[src/rtl/calc_ctrl_pkg.sv]
// Shared encodings for the matrix-calculator top-level controller.
package calc_ctrl_pkg;

    // Controller states; the numeric values are visible on state_o.
    typedef enum logic [3:0] {
        ST_IDLE       = 4'd0,
        ST_MENU       = 4'd1,
        ST_INPUT      = 4'd2,
        ST_GEN        = 4'd3,
        ST_DISPLAY    = 4'd4,
        ST_OP_SELECT  = 4'd5,
        ST_OP_OPERAND = 4'd6,
        ST_OP_RUN     = 4'd7,
        ST_OP_RESULT  = 4'd8,
        ST_ERROR      = 4'd9
    } state_t;

    // Datapath mode presented on mode_sel.
    typedef enum logic [1:0] {
        MODE_MENU  = 2'd0,
        MODE_INPUT = 2'd1,
        MODE_GEN   = 2'd2,
        MODE_OP    = 2'd3
    } mode_t;

    // Menu choices on sw[1:0].
    localparam logic [1:0] SEL_INPUT   = 2'd0;
    localparam logic [1:0] SEL_GEN     = 2'd1;
    localparam logic [1:0] SEL_DISPLAY = 2'd2;
    localparam logic [1:0] SEL_OP      = 2'd3;

    // Key positions on key_n.
    localparam int unsigned KEY_OK   = 0;
    localparam int unsigned KEY_BACK = 1;

    // Mode shown to the datapath while in a given state.
    function automatic mode_t mode_of(input state_t s);
        mode_t m;
        case (s)
            ST_INPUT:      m = MODE_INPUT;
            ST_GEN:        m = MODE_GEN;
            ST_DISPLAY,
            ST_OP_SELECT,
            ST_OP_OPERAND,
            ST_OP_RUN,
            ST_OP_RESULT:  m = MODE_OP;
            default:       m = MODE_MENU;
        endcase
        return m;
    endfunction

endpackage

[src/rtl/calc_ctrl_fsm_p_key_edge_sync.sv]
// Two-flop synchroniser plus history flop for one active-low key;
// emits a single-cycle pulse when the synchronised level falls.
module key_edge_sync (
    input  logic clk,
    input  logic rst_n,
    input  logic key_n,
    output logic press_p
);

    logic sync1;
    logic sync2;
    logic hist;

    // Synchronise the raw key and keep one cycle of history; preset to released.
    always_ff @(posedge clk or negedge rst_n) begin
        if (!rst_n) begin
            sync1 <= 1'b1;
            sync2 <= 1'b1;
            hist  <= 1'b1;
        end else begin
            sync1 <= key_n;
            sync2 <= sync1;
            hist  <= sync2;
        end
    end

    assign press_p = hist & ~sync2;

endmodule

[src/rtl/calc_ctrl_fsm_p.sv]
// Top-level control FSM for the matrix calculator: key edge detection,
// menu navigation, validated op selection, tick countdowns for the
// error hold and the operation watchdog, and one-shot datapath starts.
module calc_ctrl_fsm_p
    import calc_ctrl_pkg::*;
#(
    parameter int unsigned OP_W        = 3,
    parameter int unsigned NUM_OPS     = 5,
    parameter int unsigned CNT_W       = 8,
    parameter int unsigned TICK_DIV    = 50_000_000,
    parameter int unsigned ERR_HOLD    = 5,
    parameter int unsigned RUN_TIMEOUT = 10
) (
    input  logic              clk,
    input  logic              rst_n,
    input  logic [OP_W+1:0]   sw,
    input  logic [1:0]        key_n,
    input  logic              error_flag,
    input  logic              busy_flag,
    input  logic              done_flag,
    output logic [1:0]        mode_sel,
    output logic [OP_W-1:0]   op_sel,
    output logic [CNT_W-1:0]  countdown_val,
    output logic              start_input,
    output logic              start_gen,
    output logic              start_disp,
    output logic              start_op,
    output logic              tx_start,
    output logic [3:0]        state_o
);

    localparam int unsigned PRE_W = (TICK_DIV > 2) ? $clog2(TICK_DIV) : 1;

    state_t              state;
    state_t              next_state;
    logic                ok_p;
    logic                back_p;
    logic [PRE_W-1:0]    presc;
    logic                running;
    logic                tick;
    logic                op_legal;
    logic [OP_W-1:0]     op_code;
    logic [1:0]          menu_sel;
    logic [CNT_W-1:0]    cnt_next;
    logic [OP_W-1:0]     op_next;

    key_edge_sync u_key_ok (
        .clk     (clk),
        .rst_n   (rst_n),
        .key_n   (key_n[KEY_OK]),
        .press_p (ok_p)
    );

    key_edge_sync u_key_back (
        .clk     (clk),
        .rst_n   (rst_n),
        .key_n   (key_n[KEY_BACK]),
        .press_p (back_p)
    );

    assign menu_sel = sw[1:0];
    assign op_code  = sw[OP_W+1:2];
    assign op_legal = (32'(op_code) < NUM_OPS);
    assign running  = (state == ST_OP_RUN) || (state == ST_ERROR);
    assign tick     = running && (presc == PRE_W'(TICK_DIV - 1));
    assign state_o  = state;

    // Next-state selection; error_flag beats BACK beats OK/done where it applies.
    always_comb begin
        next_state = state;
        case (state)
            ST_IDLE: next_state = ST_MENU;
            ST_MENU: begin
                if (error_flag)  next_state = ST_ERROR;
                else if (back_p) next_state = ST_MENU;
                else if (ok_p) begin
                    case (menu_sel)
                        SEL_INPUT:   next_state = ST_INPUT;
                        SEL_GEN:     next_state = ST_GEN;
                        SEL_DISPLAY: next_state = ST_DISPLAY;
                        default:     next_state = ST_OP_SELECT;
                    endcase
                end
            end
            ST_INPUT, ST_DISPLAY: begin
                if (error_flag)  next_state = ST_ERROR;
                else if (back_p) next_state = ST_MENU;
            end
            ST_GEN: begin
                if (error_flag)                next_state = ST_ERROR;
                else if (back_p || done_flag)  next_state = ST_MENU;
            end
            ST_OP_SELECT: begin
                if (error_flag)            next_state = ST_ERROR;
                else if (back_p)           next_state = ST_MENU;
                else if (ok_p && op_legal) next_state = ST_OP_OPERAND;
            end
            ST_OP_OPERAND: begin
                if (error_flag)  next_state = ST_ERROR;
                else if (back_p) next_state = ST_MENU;
                else if (ok_p)   next_state = ST_OP_RUN;
            end
            ST_OP_RUN: begin
                if (error_flag)     next_state = ST_ERROR;
                else if (done_flag) next_state = ST_OP_RESULT;
                else if ((countdown_val == '0) && (busy_flag || !done_flag))
                    next_state = ST_ERROR;
            end
            ST_OP_RESULT: begin
                if (ok_p || back_p) next_state = ST_MENU;
            end
            ST_ERROR: begin
                if (back_p)                    next_state = ST_MENU;
                else if (countdown_val == '0)  next_state = ST_MENU;
            end
            default: next_state = ST_IDLE;
        endcase
    end

    // Countdown and op latch values for the next cycle.
    always_comb begin
        cnt_next = '0;
        if ((next_state == ST_OP_RUN) && (state != ST_OP_RUN))
            cnt_next = CNT_W'(RUN_TIMEOUT);
        else if ((next_state == ST_ERROR) && (state != ST_ERROR))
            cnt_next = CNT_W'(ERR_HOLD);
        else if ((next_state == state) && running)
            cnt_next = (tick && (countdown_val != '0)) ? countdown_val - CNT_W'(1)
                                                       : countdown_val;
        op_next = op_sel;
        if ((state == ST_OP_SELECT) && (next_state == ST_OP_OPERAND))
            op_next = op_code;
    end

    // State, prescaler and registered outputs; outputs reflect the state being entered.
    always_ff @(posedge clk or negedge rst_n) begin
        if (!rst_n) begin
            state         <= ST_IDLE;
            presc         <= '0;
            countdown_val <= '0;
            op_sel        <= '0;
            mode_sel      <= '0;
            start_input   <= 1'b0;
            start_gen     <= 1'b0;
            start_disp    <= 1'b0;
            start_op      <= 1'b0;
            tx_start      <= 1'b0;
        end else begin
            state         <= next_state;
            presc         <= ((next_state != state) || !running || tick) ? '0 : presc + 1'b1;
            countdown_val <= cnt_next;
            op_sel        <= op_next;
            mode_sel      <= mode_of(next_state);
            start_input   <= (next_state == ST_INPUT)     && (state != ST_INPUT);
            start_gen     <= (next_state == ST_GEN)       && (state != ST_GEN);
            start_disp    <= (next_state == ST_DISPLAY)   && (state != ST_DISPLAY);
            start_op      <= (next_state == ST_OP_RUN)    && (state != ST_OP_RUN);
            tx_start      <= (next_state == ST_OP_RESULT) && (state != ST_OP_RESULT);
        end
    end

endmodule

[config.mk]
export PLATFORM = sky130hd
export DESIGN_NAME = calc_ctrl_fsm_p
export DESIGN_NICKNAME = d
export VERILOG_FILES = /design/src/rtl/calc_ctrl_pkg.sv /design/src/rtl/calc_ctrl_fsm_p_key_edge_sync.sv /design/src/rtl/calc_ctrl_fsm_p.sv
export SDC_FILE = /design/constraint.sdc
export NUM_CORES = 1
export LEC_CHECK = 0
export BUFFER_PORTS_ARGS = -buffer_cell sky130_fd_sc_hd__buf_2
export CORE_ASPECT_RATIO = 0.5
export CORE_MARGIN = 10
export CORE_UTILIZATION = 52
export CTS_CLUSTER_DIAMETER = 80
export DETAILED_ROUTE_END_ITERATION = 12
export PLACE_DENSITY = 0.75
export SYNTH_ARGS = -nofsm -noshare
export SYNTH_HDL_FRONTEND = slang
export SYNTH_SLANG_ARGS = --single-unit
[constraint.sdc]
create_clock -name clk -period 2.2 [get_ports clk]
set_input_delay 0.11 -clock clk [delete_from_list [all_inputs] [get_ports clk]]
set_output_delay 0.11 -clock clk [all_outputs]
set_load 0.05 [all_outputs]
**Word-level counts from Yosys, hierarchy flattened**

Cells that the tools add are included.

- Register bits after elaboration: 54
- Output and inout port bits: 22
- Word-level logic and storage cells: 105
- Input bits: 12

- Multiplexer cells: 27
- Reductions and logical operators: 26
- Add/sub/neg operators: 2
- Bitwise operators: 4
- Magnitude comparators: 1
- Equal/unequal tests: 29

Operator list:

| operator | number |
|---|---|
| two-way mux 4 bit | 19 |
| case mux 4 bit (9 select lines) | 1 |
| equality test 4 x 3 -> 1 bit (second input constant) | 8 |
| two-way mux 8 bit | 4 |
| adder 26 x 1 -> 26 bit (second input constant) | 1 |
| equality test 26 bit (second input constant) | 1 |
| two-way mux 26 bit | 1 |
| equality test 4 x 2 -> 1 bit (second input constant) | 4 |
| equality test 4 bit (second input constant) | 4 |
| logical AND 1 bit | 12 |
| != test 4 x 3 -> 1 bit (second input constant) | 3 |
| case mux 3 bit (3 select lines) | 1 |
| logical NOT 8 bit | 1 |
| != test 4 x 2 -> 1 bit (second input constant) | 2 |
| != test 4 bit (second input constant) | 2 |
| nonzero test 8 bit | 1 |
| subtractor 8 x 1 -> 8 bit (second input constant) | 1 |
| logical OR 1 bit | 6 |
| case mux 2 bit (3 select lines) | 1 |
| OR reduction 5 bit | 1 |
| equality test 4 x 1 -> 1 bit (second input constant) | 1 |
| equality test 4 bit | 1 |
| logical NOT 4 bit | 1 |
| != test 4 bit | 1 |
| 8 further kinds | 11 |

**Logic depth before layout (Yosys ltp)**

Gate-level depths: netlist of run 1.

- Depth in word-level cells: 12
- Mapped depth: 9
- Gate-level depth less buffers: 8

**By module**

From an unflattened synthesis of run 1, not the netlist that was laid out.

- Cells, all modules: 280
- Area, all modules: 2930.3 sq um

By module, submodules not included:

| module | area an instance (sq um) | sequential area each (sq um) | instances | cells an instance |
|---|---|---|---|---|
| calc_ctrl_fsm_p | 2745.1 | 1201.2 | 1 | 272 |
| key_edge_sync | 92.6 | 78.8 | 2 | 4 |

**Least setup slack after synthesis of run 1**

OpenSTA, ideal clock, no wires.

- Kind: reg2reg
- From: register countdown_val[0]
- To: register countdown_val[3]
- Data required time: 2074 ps
- Arrival time: 2302 ps
- Buffers on the path: 1
- Path slack: -228 ps
- Setup time: 126 ps
- Clock period less this slack: 2428 ps
- Cell stages (with the launch flop): 9
- Cells stage by stage: dfrtp_1 > inv_1 > ha_1 > or3b_2 > o2111ai_1 > and2_1 > buf_2 > a21oi_1 > a221o_1

- Word-level cells in the longest chain between the ends: 11
- Elaborated cells on any way between the ends: 22
- Classes of those cells: 1 x add/sub; 4 x eq/ne; 10 x mux; 7 x reduce/logical

Ends and longest elaborated chain:

| element | RTL line | source |
|---|---|---|
| from (decl) | calc_ctrl_fsm_p.sv:23 | `output logic [CNT_W-1:0] countdown_val,` |
| from (signal assigned) | calc_ctrl_fsm_p.sv:151 | `countdown_val <= cnt_next;` |
| logical NOT 8 bit | calc_ctrl_fsm_p.sv:106, calc_ctrl_fsm_p.sv:114 |  |
| logical AND 1 bit | calc_ctrl_fsm_p.sv:106 | `else if ((countdown_val == '0) && (busy_flag \|\| !done_flag))` |
| two-way mux 4 bit | calc_ctrl_fsm_p.sv:106 |  |
| two-way mux 4 bit | calc_ctrl_fsm_p.sv:105 | `else if (done_flag) next_state = ST_OP_RESULT;` |
| two-way mux 4 bit | calc_ctrl_fsm_p.sv:104 | `if (error_flag) next_state = ST_ERROR;` |
| case mux 4 bit (9 select lines) | calc_ctrl_fsm_p.sv:71 | `case (state)` |
| equality test 4 bit | calc_ctrl_fsm_p.sv:127 | `else if ((next_state == state) && running)` |
| logical AND 1 bit | calc_ctrl_fsm_p.sv:127 |  |
| two-way mux 8 bit | calc_ctrl_fsm_p.sv:127 |  |
| two-way mux 8 bit | calc_ctrl_fsm_p.sv:125 | `else if ((next_state == ST_ERROR) && (state != ST_ERROR))` |
| two-way mux 8 bit | calc_ctrl_fsm_p.sv:123 | `if ((next_state == ST_OP_RUN) && (state != ST_OP_RUN))` |

Several ways; a longest one is shown, not always the timed one. The select of a mux whose other input is x is not followed.
A chain may end at the register's enable or synchronous reset.

**Worst setup path in the final report of run 1**

- From: register presc[16]
- To: register countdown_val[6]

- Word-level cells in the longest chain between the ends: 4

Ends and longest elaborated chain:

| element | RTL line | source |
|---|---|---|
| from (decl) | calc_ctrl_fsm_p.sv:38 | `logic [PRE_W-1:0] presc;` |
| from (signal assigned) | calc_ctrl_fsm_p.sv:150 | `presc <= ((next_state != state) \|\| !running \|\| tick) ? '0 : presc + 1'b1;` |
| equality test 26 bit | calc_ctrl_fsm_p.sv:65 | `assign tick = running && (presc == PRE_W'(TICK_DIV - 1));` |
| logical AND 1 bit | calc_ctrl_fsm_p.sv:65 |  |
| logical AND 1 bit | calc_ctrl_fsm_p.sv:128 | `cnt_next = (tick && (countdown_val != '0)) ? countdown_val - CNT_W'(1)` |
| != test 4 x 3 -> 1 bit (no line) | -- |  |

No other way between the ends.

==> qor.csv, run 1 <==
metric;value;unit
outcome;completed;
clock_sinks;54;
drt_first_pass_iters;5;
totalWireLength;6050;um
numCtsBuffers;5;
layout-drive-gt1-share;26.8;%
path_class;flip-flop to flip-flop;
tns;0;ns
async_flop_share;100;%
max_slew.worst_pin.slew;0.647;ns
grt_pass1_wl;10100;um
syn_area;2790;um2
syn_to_final_growth;16.5;%
pre_cts_ws;-0.0306;ns
grtUsageTotal;13.8;%
vias;2278;
stdcell_area;3250;um2
setup_viol;0;
cts_setup_buffers;0;
grt_pass1_vias;2229;
io_pins;34;
synth_flop_cell;dfrtp_1;
power_density;853;nW/um2
core-area;5040;um2
slew_headroom;56.9;%
drc;0;
ant_nets;0;
ir_drop;0.000847;V
max-cap-violations;0;
crit_required;2.43;ns
io_buffers;32;
setup_ws;0.112;ns
critPathLaunchType;flip-flop;
min_path_type;primary input to flip-flop;
synth_warnings;0;
slowest_delay;0.47;ns
overflow;0;
nets;341;
post-route-period-util;94.9;%
synth_top_area_share;43.1;%
yosysSeqAreaShare;48.8;%
ys_types;58;
critPathMaxFanout;6;
critical_path_buf_inv_count;0;
avgSynthCellArea;9.85;um2
hold_viol_final;0;
end_kind;flip-flop;
drt_iter0_markers;225;
worstPathCellList;nor4b_1 -> nand4_1 -> nor4_4 -> nand2_2 -> or4_1 -> a21oi_1;
grt_max_degree;29;
place_hpwl;4480;um
wire_per_inst;15.2;um
start_util;55.2;%
die_h;71.8;um
synth_seq_cells;54;
gp_congestion;0.892;
die_area;8860;um2
cts_tree;built;
fmax;479;MHz
final.min_clock_period;2.09;ns
htreeDepth;2;
n_antenna_cell;0;
power_leakage;1.41;nW
fp-row-count;18;
fin_util;64.3;%
grt_setup_unrepaired;false;
netlist_instances;283;
synth_edf_count;0;
viasPerCell;5.72;
critPathTopFamily;simple AND/OR/NAND/NOR gates;
finClkSkew;0.00250;ns
clk_latency;0.30;ns
clk_pin_slew;0.09;ns
cpMaxStageDelayCell;or4_1;
synth_nets;297;
synth_area_leader_cell;dfrtp_1;
ys_top_cells_by_area;dfrtp_1 (43%), nor2_1 (5.8%), dfstp_2 (5.7%);
root_buffer;clkbuf_8;
total_power;0.00277;W
final_max_slew_viol_count;0;
postPlaceCellArea;3120;um2
critPathArrivalTime;2.31;ns
antenna_found_initial;0;
clockBufferDepth;2;
die_w;124;um
registers in the layout (all words and copies together), names as in the netlist:
name and flops:
countdown_val 8, mode_sel 2, op_sel 3, presc 26
start_disp 1, start_gen 1, start_input 1, start_op 1
state_o 4, tx_start 1, u_key_back.hist 1, u_key_back.sync1 1
u_key_back.sync2 1, u_key_ok.hist 1, u_key_ok.sync1 1, u_key_ok.sync2 1
layer usage:
metal	up-vias	routed length (um)	GRT usage, %
li1	1091	-	-
met1	1110	2490	15.5
met5	-	0	0
met4	0	90	4.75
met2	67	3000	24.6
met3	10	467	3.99
report_power, final:
group	switching, W	leakage (nW)	internal [W]
Clock	0.000303	0.0482	0.000254
Combinational	0.000677	0.650	0.000351
Sequential	0.0000987	0.712	0.00109
final timing paths:
path / startpoint / endpoint / slack (ns) / depth (start not counted)
worst min register to register: u_key_back.sync1 / u_key_back.sync2 / 0.36 / 0
max in group asynchronous: rst_n / countdown_val[5] / 1.25 / 3
min in group asynchronous: rst_n / op_sel[2] / 0.36 / 2
worst max-delay path: presc[16] / countdown_val[6] / 0.11 / 6
worst max register to register: presc[16] / countdown_val[6] / 0.11 / 6
worst min-delay path: sw[4] / op_sel[2] / 0.07 / 2
cell usage in the layout, fill, tap and decap left out, types with 7 or more instances in the layout:
cell / instances
nand3_1: 16
o21ai_0: 12
nor3_1: 7
a21oi_1: 8
nand2_1: 18
buf_4: 10
xor2_1: 15
dfrtp_2: 8
nand4_1: 9
inv_1: 8
nor2_1: 43
buf_2: 32
xnor2_1: 10
dfrtp_1: 40
synth_stat cells (2+ instances only):
| cell | number |
|---|---|
| a211oi_1 | 3 |
| a21oi_1 | 8 |
| and2_1 | 3 |
| and3_1 | 5 |
| and4b_1 | 2 |
| buf_2 | 9 |
| dfrtp_1 | 48 |
| dfstp_2 | 6 |
| ha_1 | 2 |
| inv_1 | 9 |
| mux2_2 | 3 |
| nand2_1 | 18 |
| nand2b_1 | 4 |
| nand3_1 | 16 |
| nand4_1 | 9 |
| nor2_1 | 43 |
| nor2b_1 | 2 |
| nor3_1 | 7 |
| nor4_1 | 2 |
| nor4_2 | 2 |
| nor4b_1 | 3 |
| o211ai_1 | 2 |
| o21ai_0 | 12 |
| o31ai_1 | 2 |
| or2_2 | 2 |
| or3_1 | 4 |
| or4_1 | 3 |
| xnor2_1 | 10 |
| xor2_1 | 15 |
logic make-up after synthesis:
kind of cell             after synthesis  share of synthesized area [%]
XOR/XNOR                              25                           7.86
AO/OA/AOI/OAI                         39                           9.65
flip-flops                            54                           48.8
AND/OR/NAND/NOR                      141                           28.6
adder cells (fa/ha/maj)                2                          0.898
multiplexers                           3                           1.21
buffers and inverters                 19                           2.96
through the flow:
step | std cells | hold slack [ns]
after floorplan | 283 | -0.186
after global placement | 387 | 0.161
after detailed placement | 387 | 0.171
after CTS | 398 | 0.0620
after global routing | 398 | 0.0586
final | 398 | 0.0654
repair_timing:
action / CTS / global route
endpoints found under the hold margin: 23 / 0
setup endpoints to repair: 25 / 26
hold buffers: 3 / 0
resized for setup: 1 / 2
pin swaps: 0 / 0
layout make-up:
| type | count | area [um2] |
|---|---|---|
| Inverter | 9 | 33.8 |
| Fill cell | 389 | 1800 |
| Sequential cell | 54 | 1370 |
| Tap cell | 70 | 87.6 |
| Multi-Input combinational cell | 210 | 1360 |
| Clock inverter | 1 | 5.00 |
| Clock buffer | 7 | 86.3 |
| Timing Repair Buffer | 47 | 305 |
No activity file was read; power rests on OpenSTA's default activity.
==> run 2: changes to the inputs <==
--- a/config.mk
+++ b/config.mk
@@ -9,6 +9,7 @@
 export CORE_ASPECT_RATIO = 0.5
 export CORE_MARGIN = 10
 export CORE_UTILIZATION = 52
+export CTS_BUF_LIST = sky130_fd_sc_hd__clkbuf_16
 export CTS_CLUSTER_DIAMETER = 80
 export DETAILED_ROUTE_END_ITERATION = 12
 export PLACE_DENSITY = 0.75
==> qor.csv, run 2 (synthesis gave the netlist of run 1 again) <==
metric;value;unit
outcome;completed;
cpMaxStageDelayCell;or4_1;
mostFrequentLayoutCells;nor2_1 (43), dfrtp_1 (40), buf_2 (32);
gp_congestion;0.892;
antenna_found_initial;0;
end_kind;flip-flop;
root_buffer;clkbuf_16;
drt_first_pass_iters;4;
final_max_slew_viol_count;0;
p_sw;0.00110;W
worstPathCellList;nor4b_1 -> nand4_1 -> nor4_4 -> nand2_2 -> or4_1 -> a21oi_1;
clk_pin_slew;0.06;ns
vias;2254;
htreeDepth;2;
clk_latency;0.28;ns
setup_ws;0.123;ns
syn_to_final_growth;18.1;%
n_antenna_cell;0;
final_common_cell;nor2_1;
path_class;flip-flop to flip-flop;
crit_required;2.40;ns
cts_tree;built;
wl_met1;2570;um
largest_reg_flops;26;
nets;341;
total_power;0.00295;W
critPathArrivalTime;2.28;ns
layout-drive-gt1-share;26.5;%
grtUsageTotal;13.8;%
grt_setup_unrepaired;false;
wl_met3;411;um
totalWireLength;6040;um
grt_pass1_wl;10100;um
wire_per_inst;15.2;um
die_w;124;um
topRoutingLayerUsed;met4;
fp-row-count;18;
final.min_clock_period;2.08;ns
io_pins;34;
setup_viol;0;
die_h;71.8;um
max-cap-violations;0;
drc;0;
max_slew.worst_pin.slew;0.651;ns
ir_drop;0.000852;V
finClkSkew;0.00367;ns
met2_length;2990;um
fmax;482;MHz
slowest_delay;0.47;ns
post-route-period-util;94.4;%
numCtsBuffers;5;
drt_iter0_markers;255;
start_util;55.2;%
viasPerCell;5.66;
pwr-share-seq;40.2;%
cts_setup_buffers;0;
slew_headroom;56.6;%
core-area;5040;um2
power_leakage;1.43;nW
grt_pass1_vias;2233;
power_density;898;nW/um2
comb_power_share;34.9;%
die_area;8860;um2
regMostFlops;presc;
critPathLaunchType;flip-flop;
pre_cts_ws;-0.0306;ns
min_path_type;primary input to flip-flop;
clkPwrFrac;25.0;%
clock_sinks;54;
critPathMaxFanout;6;
clockBufferDepth;2;
swShare;37.4;%
hold_viol_final;0;
ant_nets;0;
p_int;0.00185;W
overflow;0;
grt_max_degree;29;
io_buffers;32;
place_hpwl;4480;um
==> run 2: cell count changes in the layout (fill, tap and decap cells not counted) <==
cell	previous run	this run
clkbuf_8	6	0
inv_1	8	9
clkinv_1	0	1
clkbuf_16	0	5
clkbuf_1	1	0
==> run 2: worst paths after layout <==
kind,startpoint,to,slack (ns),cells past startpoint
setup / recovery,presc[16],countdown_val[6],0.12,6
setup reg to reg,presc[16],countdown_val[6],0.12,6
max in group asynchronous,rst_n,countdown_val[5],1.23,3
min in group asynchronous,rst_n,op_sel[2],0.39,2
hold reg to reg,u_key_back.sync1,u_key_back.sync2,0.36,0
hold / removal,sw[4],op_sel[2],0.09,2
==> run 2: layout make-up <==
type	instances	area (um2)
Multi-Input combinational cell	210	1360
Fill cell	390	1750
Clock buffer	5	125
Timing Repair Buffer	47	305
Inverter	9	33.8
Sequential cell	54	1370
Clock inverter	3	12.5
Tap cell	70	87.6
==> run 2: power by group through the flow <==
stage / Sequential, W / Clock (W) / Combinational (W)
floorplan: 0.00141 / 0 / 0.000523
global placement: 0.00120 / 0 / 0.000994
detailed placement: 0.00120 / 0 / 0.00102
CTS: 0.00119 / 0.000749 / 0.00103
global route: 0.00120 / 0.000799 / 0.00113
finish: 0.00119 / 0.000738 / 0.00103
==> run 2: routing by layer <==
layer	vias to the layer above	global-route usage, %
met1	1093	15.9
met3	9	3.91
met4	0	4.24
met5	-	0
li1	1093	-
met2	59	24.3
==> run 2: critical path, delay by kind of cell (launching register included) <==
kind / cells / cell delay (ns)
compound gates: 1 / 0.18
flops: 1 / 0.45
simple gates: 5 / 1.37
==> run 2: repair_timing <==
item	4_1_cts	5_1_grt
gates resized for setup	1	2
hold buffers	3	0
endpoints found under the hold margin	23	0
endpoints found under the setup margin	25	26
==> run 2: stage by stage <==
step | cells | area, um2 | hold WS (ns) | utilization, % | setup TNS, ns
detailed placement | 387 | 3120 | 0.171 | 61.8 | -0.300
CTS | 398 | 3290 | 0.0840 | 65.2 | 0
global placement | 387 | 3120 | 0.161 | 61.8 | 0
finish | 398 | 3290 | 0.0873 | 65.3 | 0
global route | 398 | 3290 | 0.0830 | 65.3 | 0
floorplan | 283 | 2810 | -0.186 | - | 0
